`src/rtl/sprite_rom_arbiter_pkg.sv`:
```
`default_nettype none
// ============================================================================
// Package : sprite_arb_pkg
// Brief   : Shared types and constants for the sprite ROM arbiter.
// Rev     : 1.0  initial release
// ============================================================================
package sprite_arb_pkg;

  // Default ROM read latency in vga_clk posedges.
  localparam int DEF_ROM_LAT = 1;

  // Requester ids are carried at a fixed width that covers up to 16
  // requesters. The arbiter narrows them to $clog2(N_REQ) bits at its
  // rsp_id port, so a single package serves every N_REQ.
  localparam int REQ_ID_W = 4;

  typedef logic [REQ_ID_W-1:0] req_id_t;

  // One slot of the read-tag pipeline.
  typedef struct packed {
    logic    valid;
    req_id_t id;
  } tag_t;

endpackage : sprite_arb_pkg
`default_nettype wire

```
`src/rtl/sprite_rom_arbiter_if.sv`:
```
`default_nettype none
// ============================================================================
// Interface : sprite_rom_arbiter_if
// Brief     : Requester, ROM and response bundle of the sprite ROM arbiter.
//             slave = arbiter side; master = renderers plus the ROM.
// Rev       : 1.0  initial release
// ============================================================================
interface sprite_rom_arbiter_if #(
  parameter int N_REQ  = 2,
  parameter int ADDR_W = 12,
  parameter int DATA_W = 4
);
  localparam int ID_W = $clog2(N_REQ);

  logic [N_REQ-1:0]        req_valid;
  logic [N_REQ*ADDR_W-1:0] req_addr;
  logic [N_REQ-1:0]        req_ready;
  logic [ADDR_W-1:0]       rom_addr;
  logic [DATA_W-1:0]       rom_q;
  logic [N_REQ-1:0]        rsp_valid;
  logic [DATA_W-1:0]       rsp_data;
  logic [ID_W-1:0]         rsp_id;

  modport slave (
    input  req_valid, req_addr, rom_q,
    output req_ready, rom_addr, rsp_valid, rsp_data, rsp_id
  );

  modport master (
    output req_valid, req_addr, rom_q,
    input  req_ready, rom_addr, rsp_valid, rsp_data, rsp_id
  );

endinterface : sprite_rom_arbiter_if
`default_nettype wire

```
`src/rtl/sprite_rom_arbiter_rr_pick.sv`:
```
`default_nettype none
// ============================================================================
// Module : rr_pick
// Brief  : Combinational round-robin pick. Searches from last_grant+1
//          (mod N_REQ) upward and grants the first valid requester.
// Rev    : 1.0  initial release
// ============================================================================
module rr_pick
  import sprite_arb_pkg::*;
#(
  parameter int N_REQ = 2
) (
  input  logic [N_REQ-1:0] req_valid,
  input  req_id_t          last_grant,
  output logic [N_REQ-1:0] grant,
  output logic             grant_any,
  output req_id_t          grant_id
);

  // Walk the candidates in priority order; the first valid one wins.
  always_comb begin
    int tgt;
    tgt       = 0;
    grant     = '0;
    grant_any = 1'b0;
    grant_id  = '0;
    for (int k = 0; k < N_REQ; k++) begin
      // last_grant < N_REQ, so one subtraction is enough to wrap.
      tgt = int'(last_grant) + 1 + k;
      if (tgt >= N_REQ) tgt = tgt - N_REQ;
      for (int j = 0; j < N_REQ; j++) begin
        if (!grant_any && (j == tgt) && req_valid[j]) begin
          grant[j]  = 1'b1;
          grant_any = 1'b1;
          grant_id  = req_id_t'(j);
        end
      end
    end
  end

endmodule : rr_pick
`default_nettype wire

```
`src/rtl/sprite_rom_arbiter.sv`:
```
`default_nettype none
// ============================================================================
// Module : sprite_rom_arbiter
// Brief  : Shares one sprite ROM between N_REQ renderers. One read per
//          cycle, round-robin grant, tag pipeline returns each ROM word to
//          its requester exactly ROM_LAT cycles after the grant.
// Rev    : 1.0  initial release
// ============================================================================
module sprite_rom_arbiter
  import sprite_arb_pkg::*;
#(
  parameter int N_REQ   = 2,
  parameter int ADDR_W  = 12,
  parameter int DATA_W  = 4,
  parameter int ROM_LAT = DEF_ROM_LAT
) (
  input  logic                 vga_clk,
  input  logic                 reset_n,
  sprite_rom_arbiter_if.slave  bus
);

  localparam int ID_W = $clog2(N_REQ);

  logic [N_REQ-1:0]  req_valid_gated;
  logic [N_REQ-1:0]  grant;
  logic              grant_any;
  req_id_t           grant_id;

  req_id_t           last_grant_q, last_grant_d;
  logic [ADDR_W-1:0] addr_q, addr_d;
  tag_t [ROM_LAT-1:0] tag_q, tag_d;
  tag_t              tag_last;
  logic [N_REQ-1:0]  rsp_valid;
  logic [DATA_W-1:0] rom_word;

  // No grant can be issued while reset is held, even combinationally.
  always_comb begin
    req_valid_gated = bus.req_valid & {N_REQ{reset_n}};
  end

  rr_pick #(
    .N_REQ (N_REQ)
  ) u_pick (
    .req_valid  (req_valid_gated),
    .last_grant (last_grant_q),
    .grant      (grant),
    .grant_any  (grant_any),
    .grant_id   (grant_id)
  );

  assign bus.req_ready = grant;

  // Pointer moves only when someone is granted.
  always_comb begin
    last_grant_d = grant_any ? grant_id : last_grant_q;
  end

  // ROM address follows the winner, otherwise holds the last granted one.
  always_comb begin
    addr_d = addr_q;
    for (int j = 0; j < N_REQ; j++) begin
      if (grant[j]) addr_d = bus.req_addr[j*ADDR_W +: ADDR_W];
    end
  end

  assign bus.rom_addr = addr_d;

  // Tag shift register: stage 0 captures this cycle's grant.
  always_comb begin
    tag_d    = '0;
    tag_d[0] = {grant_any, grant_id};
    for (int i = 1; i < ROM_LAT; i++) begin
      tag_d[i] = tag_q[i-1];
    end
  end

  // State registers; reset flushes every in-flight tag.
  always_ff @(posedge vga_clk or negedge reset_n) begin
    if (!reset_n) begin
      last_grant_q <= req_id_t'(N_REQ - 1);
      addr_q       <= '0;
      tag_q        <= '0;
    end else begin
      last_grant_q <= last_grant_d;
      addr_q       <= addr_d;
      tag_q        <= tag_d;
    end
  end

  // Decode the oldest tag into the one-hot response strobe.
  always_comb begin
    tag_last  = tag_q[ROM_LAT-1];
    rsp_valid = '0;
    for (int j = 0; j < N_REQ; j++) begin
      rsp_valid[j] = tag_last.valid && (tag_last.id == req_id_t'(j));
    end
  end

  // ROM output is already aligned with the last tag stage.
  always_comb begin
    rom_word = bus.rom_q;
  end

  assign bus.rsp_valid = rsp_valid;
  assign bus.rsp_id    = tag_last.id[ID_W-1:0];
  assign bus.rsp_data  = rom_word;

endmodule : sprite_rom_arbiter
`default_nettype wire
```
`src/flat_wrapper.sv`:
```
// flat-port wrapper written by rule: the top's interface ports become plain ports
module sprite_rom_arbiter_flat import sprite_arb_pkg::*;
#(
  parameter int N_REQ   = 2,
  parameter int ADDR_W  = 12,
  parameter int DATA_W  = 4,
  parameter int ROM_LAT = DEF_ROM_LAT
)
  (vga_clk, reset_n, bus_req_valid, bus_req_addr, bus_rom_q, bus_req_ready, bus_rom_addr, bus_rsp_valid, bus_rsp_data, bus_rsp_id);
  sprite_rom_arbiter_if #(.N_REQ(N_REQ), .ADDR_W(ADDR_W), .DATA_W(DATA_W)) bus_i ();
  input  logic vga_clk;
  input  logic reset_n;
  input wire logic [$bits(bus_i.req_valid)-1:0] bus_req_valid;
  input wire logic [$bits(bus_i.req_addr)-1:0] bus_req_addr;
  input wire logic [$bits(bus_i.rom_q)-1:0] bus_rom_q;
  output wire logic [$bits(bus_i.req_ready)-1:0] bus_req_ready;
  output wire logic [$bits(bus_i.rom_addr)-1:0] bus_rom_addr;
  output wire logic [$bits(bus_i.rsp_valid)-1:0] bus_rsp_valid;
  output wire logic [$bits(bus_i.rsp_data)-1:0] bus_rsp_data;
  output wire logic [$bits(bus_i.rsp_id)-1:0] bus_rsp_id;
  assign bus_i.req_valid = bus_req_valid;
  assign bus_i.req_addr = bus_req_addr;
  assign bus_i.rom_q = bus_rom_q;
  assign bus_req_ready = bus_i.req_ready;
  assign bus_rom_addr = bus_i.rom_addr;
  assign bus_rsp_valid = bus_i.rsp_valid;
  assign bus_rsp_data = bus_i.rsp_data;
  assign bus_rsp_id = bus_i.rsp_id;
  sprite_rom_arbiter #(.N_REQ(N_REQ), .ADDR_W(ADDR_W), .DATA_W(DATA_W), .ROM_LAT(ROM_LAT)) u_core (.vga_clk(vga_clk), .reset_n(reset_n), .bus(bus_i));
endmodule
```
`config.mk`:
```
export PLATFORM = sky130hd
export DESIGN_NAME = sprite_rom_arbiter_flat
export DESIGN_NICKNAME = d
export VERILOG_FILES = /design/src/rtl/sprite_rom_arbiter_pkg.sv /design/src/rtl/sprite_rom_arbiter_if.sv /design/src/rtl/sprite_rom_arbiter_rr_pick.sv /design/src/rtl/sprite_rom_arbiter.sv /design/src/flat_wrapper.sv
export SDC_FILE = /design/constraint.sdc
export NUM_CORES = 1
export LEC_CHECK = 0
export ABC_AREA = 1
export BUFFER_PORTS_ARGS = -buffer_cell sky130_fd_sc_hd__buf_4
export CORE_MARGIN = 10
export CORE_UTILIZATION = 30
export CTS_CLUSTER_SIZE = 8
export DETAILED_ROUTE_END_ITERATION = 6
export PLACE_DENSITY = 0.61
export SLEW_MARGIN = 20
export SYNTH_ARGS = -nofsm -noshare
export SYNTH_HDL_FRONTEND = slang
export SYNTH_SLANG_ARGS = --single-unit
```
`constraint.sdc`:
```
create_clock -name vga_clk -period 1.2 [get_ports vga_clk]
set_input_delay 0.06 -clock vga_clk [delete_from_list [all_inputs] [get_ports vga_clk]]
set_output_delay 0.06 -clock vga_clk [all_outputs]
set_load 0.03 [all_outputs]
```
== Yosys cells after proc, flatten, opt, wreduce, memory -nomap -nowiden ==
Index checks and enable logic that the tools add are counted.
Storage, ports and cells
  register bits: 21
  input port bits: 32
  output and inout port bits: 21
  word-level logic and storage cells: 43
Operators by class
  add/sub/neg operators: 4
  order comparisons: 2
  equal/unequal tests: 3
  multiplexer cells: 14
  bitwise gates (word level): 1
  reductions and logical operators: 15
Operator list (count)
  $eq A2 B32 Y1 const A: 2
  $ge A32 B3 Y1 const B: 2
  $logic_not A32 Y1: 2
  $mux W32: 2
  $sub A32 B3 Y32 const B: 2
  $add A32 B2 Y32 const B: 1
  $mux W12: 2
  $logic_and A1 B1 Y1: 9
  $mux W1: 8
  $mux W4: 2
  $add A4 B1 Y5 const B: 1
  $eq A4 B1 Y1 const B: 1
  $logic_not A4 Y1: 1
  $logic_not A1 Y1: 3
  $and A2 B2 Y2: 1

== Longest topological paths before layout ==
  depth in word-level cells: 19
  gate-level depth with buffers: 7
  gate-level depth less buffers: 6

== Modules after synthesis ==
From an unflattened synthesis, not the netlist that was laid out.
Unflattened totals
  cells, all modules: 228
  area total of the unflattened synthesis: 1508.9 µm²
Modules (own cells, without submodules)
  sprite_rom_arbiter: instances 1, cells each 139, area an instance 1021.0 µm², seq. area each 526.8 µm²
  rr_pick: instances 1, cells each 89, area an instance 488.0 µm², seq. area each 0.0 µm²

== Worst setup path after synthesis ==
Ideal clock, no wire load.
  path kind: flip-flop to flip-flop
  start: register u_core.last_grant_q[0]
  end: register u_core.addr_q[0]
  setup time: 0.126 ns
  arrival: 1.172 ns
  required time: 1.074 ns
  setup slack: -0.098 ns
  stages on the path, launching flop included: 8
  buffers on the path: 1
  clock period less this slack: 1.298 ns
  cells stage by stage: dfstp_2 > nand2_1 > inv_1 > nor2_4 > buf_6 > nor2_1 > nand2_1 > nand2_1
Between the ends
  longest elaborated chain between the ends: 19
  elaborated cells between the ends (all ways): 30
  classes of those cells: 4 x add/sub; 2 x order compare; 2 x eq/ne; 10 x mux; 12 x reduce/logical
RTL lines
  from (decl): RTL line sprite_rom_arbiter.sv:29  | req_id_t last_grant_q, last_grant_d;
  from (signal assigned): RTL line sprite_rom_arbiter.sv:80  | last_grant_q <= req_id_t'(N_REQ - 1);
  from (signal assigned): RTL line sprite_rom_arbiter.sv:84  | last_grant_q <= last_grant_d;
  $add A4 B1 Y5 *: RTL line sprite_rom_arbiter_rr_pick.sv:29  | tgt = int'(last_grant) + 1 + k;
  parallel branches: the longest is 17 deep, another holds $add A32 B2 Y32
  $mux W12 *: RTL line sprite_rom_arbiter.sv:62  | if (grant[j]) addr_d = bus.req_addr[j*ADDR_W +: ADDR_W];
  named net bus_rom_addr[0]: RTL line flat_wrapper.sv:17  | output wire logic [$bits(bus_i.rom_addr)-1:0] bus_rom_addr;
  to (signal assigned): RTL line sprite_rom_arbiter.sv:85  | addr_q <= addr_d;
  to (decl): RTL line sprite_rom_arbiter.sv:30  | logic [ADDR_W-1:0] addr_q, addr_d;
Mark *: on every way through the listed nets, which the timed path passes.
A chain may end at the register's enable or synchronous reset.

== Final worst setup path ==
  start: register u_core.last_grant_q[0]
  end: output bus_rom_addr[6]
Between the ends
  longest elaborated chain between the ends: 19
  elaborated cells between the ends (all ways): 30
  classes of those cells: 4 x add/sub; 2 x order compare; 2 x eq/ne; 10 x mux; 12 x reduce/logical
RTL lines (RTL line)
  $add A4 B1 Y5 *: sprite_rom_arbiter_rr_pick.sv:29
  parallel branches: the longest is 17 deep, another holds $add A32 B2 Y32
  $mux W12 *: sprite_rom_arbiter.sv:62
  to (decl): flat_wrapper.sv:17
Every way passes the cells marked *.

==> impl_metrics.py <==
metrics = {
    "synthesis": {
        "synth_nets": 156,
        "ys.warnings.count": 0,
        "post_synth_num_cell_types": 13,
        "synth.area.top_cells": "dfrtp_1 42%, nand2_1 23%, nor2_1 12%, inv_1 7.6%, buf_6 4.0%",
        "synth.avg_cell_area_sq_um": 6.79,
        "synth.yosys.seq_area_share": 0.447,
        "postSynthCellCount": 124,
        "synthDominantAreaCellType": "dfrtp_1",
        "yosys.cell_count.top_type": "nand2_1",
        "synth_async_sr_flop_share": 1.00,
        "synth_common_cells": "51 x nand2_1, 26 x nor2_1, 17 x inv_1",
        "synthDominantCellAreaShare": 0.416,
        "post_synth_instance_area_sq_um": 842,
        "ys.flop_type": "dfrtp_1",
        "synthesis_stage_register_bit_count": 15,
        "synth_edf_count": 0,
    },
    "clock_network": {
        "cts-buffers-inserted": 3,
        "clk_transition_reported_paths_ns": 0.10,
        "cts.htree.levels": 1,
        "cts_tree": "yes",
        "worst_skew_pair_latency_ns": 0.28,
        "cts_max_path_buffers": 2,
        "cts.sinks": 15,
        "clk_root_buffer_cell": "clkbuf_4",
    },
    "setup_path": {
        "regToRegSetupSlack_ns": 0.08,
        "critPathCaptureType": "output port",
        "critPathKind": "reg2out",
        "critPathRequiredTime_ns": 1.14,
        "critical_path_peak_fanout": 7,
        "data_arrival_time_of_the_critical_path_ns": 1.47,
        "setup.worst_path.start_class": "flip-flop",
    },
    "layout": {
        "post-route-cell-area_sq_mm": 0.00150,
        "areaGrowthSynthToFinish_pct": 77.7,
        "layout-drive-gt1-share": 0.520,
        "insertedDiodeCount": 0,
        "num-fill-cells": 260,
        "design.final.nets": 212,
    },
    "die": {
        "start_util": 0.311,
        "chipHeight_um": 73.0,
        "design.die.area_sq_mm": 0.00533,
        "chipWidth_um": 73.0,
        "core_sq_mm": 0.00271,
        "ios": 53,
        "core.rowCount": 19,
    },
    "run_status": {
        "run_status": "complete, but fails checks",
        "violations": "negative setup slack",
    },
    "placement": {
        "place_hpwl_mm": 1.83,
        "portBuffers": 44,
        "routabilityCongestion": 0.732,
        "place_ws_ns": -0.220,
        "placement.cell_area_sq_mm": 0.00124,
    },
    "drt": {
        "number_of_drc_violations_after_detailed_routing_iteration_0": 10,
        "drt-total-wl_mm": 2.71,
        "routedWlPerCell_um": 12.9,
        "drc_errors": 0,
        "vias_per_cell": 4.30,
        "number_of_antenna_violating_nets_in_the_routed_design": 0,
        "vias": 902,
        "drt_pass_1_iters": 3,
    },
    "global_route": {
        "first_global_vias": 962,
        "grt-ovfl-total": 0,
        "all_layer_gr_usage": 0.104,
        "pin_count_of_the_biggest_net_entering_global_routing": 14,
        "grt_antenna_before_repair": 0,
        "grt_first_pass_wirelength_mm": 4.40,
    },
    "sta": {
        "final.setup_skew_ns": 0.0110,
        "timing.final.hold_violations": 0,
        "max-slew-margin-rel": 0.832,
        "report.final.slew_viol_count": 0,
        "layout_setup_ws_ns": -0.326,
        "period_share": 1.27,
        "max_freq_mhz": 655,
        "final.min_clock_period_ns": 1.53,
        "rsz0062_at_grt": "yes",
        "setup-violations-final": 14,
        "actual_transition_at_the_worst_max_transition_pin_ns": 0.252,
    },
    "job": {
        "timing.max_cap.violations": 0,
    },
    "power": {
        "power.static_leakage_nw": 0.821,
        "peakVddDrop_mv": 0.834,
        "power_density_mw_per_mm2": 1190,
    },
    "hold_path": {
        "hold_path.class": "in2reg",
    },
}
final cells by class:
| class | instances | area, sq um | area share |
|---|---|---|---|
| timing repair buffer | 55 | 482 | 0.322 |
| inverter | 18 | 72.6 | 0.0485 |
| multi-input combinational | 87 | 499 | 0.334 |
| clock inverter | 1 | 5.00 | 0.00334 |
| sequential | 15 | 377 | 0.252 |
| tap | 31 | 38.8 | 0.0259 |
| clock buffer | 3 | 22.5 | 0.0151 |
layer usage:
layer,share of wire,up-vias,routed length [um],GRT usage
met5,0,-,0,0
met4,0.0052,0,14,0.0338
met3,0.10,2,283,0.0531
met2,0.45,32,1230,0.156
met1,0.44,406,1190,0.124
li1,-,462,-,-
what timing repair did:
action	CTS	global route
pin swaps	8	8
cloned	4	0
hold buffers	2	3
gates resized for setup	25	16
setup endpoints to repair	26	19
setup buffers	1	1
endpoints found under the hold margin	16	3
path summary, 6_finish.rpt:
check	start	endpoint	cells past startpoint
hold reg to reg	u_core.addr_q[11]$_DFF_PN0_	u_core.addr_q[11]$_DFF_PN0_	4
max in group asynchronous	reset_n	u_core.last_grant_q[0]$_DFFE_PN1P_	3
setup / recovery	u_core.last_grant_q[0]$_DFFE_PN1P_	bus_rom_addr[6]	7
setup reg to reg	u_core.last_grant_q[0]$_DFFE_PN1P_	u_core.addr_q[4]$_DFF_PN0_	6
hold / removal	bus_req_addr[23]	u_core.addr_q[11]$_DFF_PN0_	3
min in group asynchronous	reset_n	u_core.tag_last[4]$_DFF_PN0_	2
metrics by stage:
stage	power, mW	util	std cells	hold WS (ns)	setup TNS [ns]
finish	1.77	0.552	210	0.00967	-4.31
global route	1.90	0.552	210	0.00605	-5.48
CTS	1.76	0.524	206	0.00102	-4.51
detailed placement	1.34	0.458	195	-0.125	-3.22
global placement	1.33	0.458	195	-0.125	-2.36
floorplan	1.11	-	124	-0.236	-0.00381
logic make-up after synthesis:
kind of cell / count (synthesis) / share of synthesized area
AOI/OAI and AO/OA: 1 / 0.00594
and+or+nand+nor: 82 / 0.385
DFF: 15 / 0.447
buffers and inverters: 26 / 0.162
power by group:
group	switching [mW]	total [mW]	internal [mW]	leakage, nW
registers	0.0252	0.619	0.594	0.177
logic	0.503	0.866	0.363	0.626
clock network	0.166	0.290	0.124	0.0177
total	0.694	1.77	1.08	0.821
state kept, by name, indices dropped and copies added, names as in the netlist:
name / cells
u_core.addr_q: 12
u_core.bus.rsp_id: 1
u_core.last_grant_q: 1
u_core.tag_last: 1
cell usage in the layout, fill, tap and decap left out:
master,instances
buf_4,35
dfstp_2,1
buf_6,15
nor2_1,20
clkbuf_4,3
nor2_2,6
inv_2,1
dfrtp_1,14
inv_1,16
nand2_2,15
o21ai_0,1
nor2_4,4
nand2_4,10
nand2_1,30
clkinv_4,1
dlygate4sd3_1,5
nand3_4,1
clkinv_2,1
worst max-delay path, stage by stage (launching register included):
cell and delay [ns]:
dfstp_2 0.55, inv_1 0.08, nand3_4 0.10, nand2_4 0.10
nand2_1 0.07, nand2_1 0.08, nand2_4 0.07, buf_6 0.12
(Power assumes the default switching activity.)
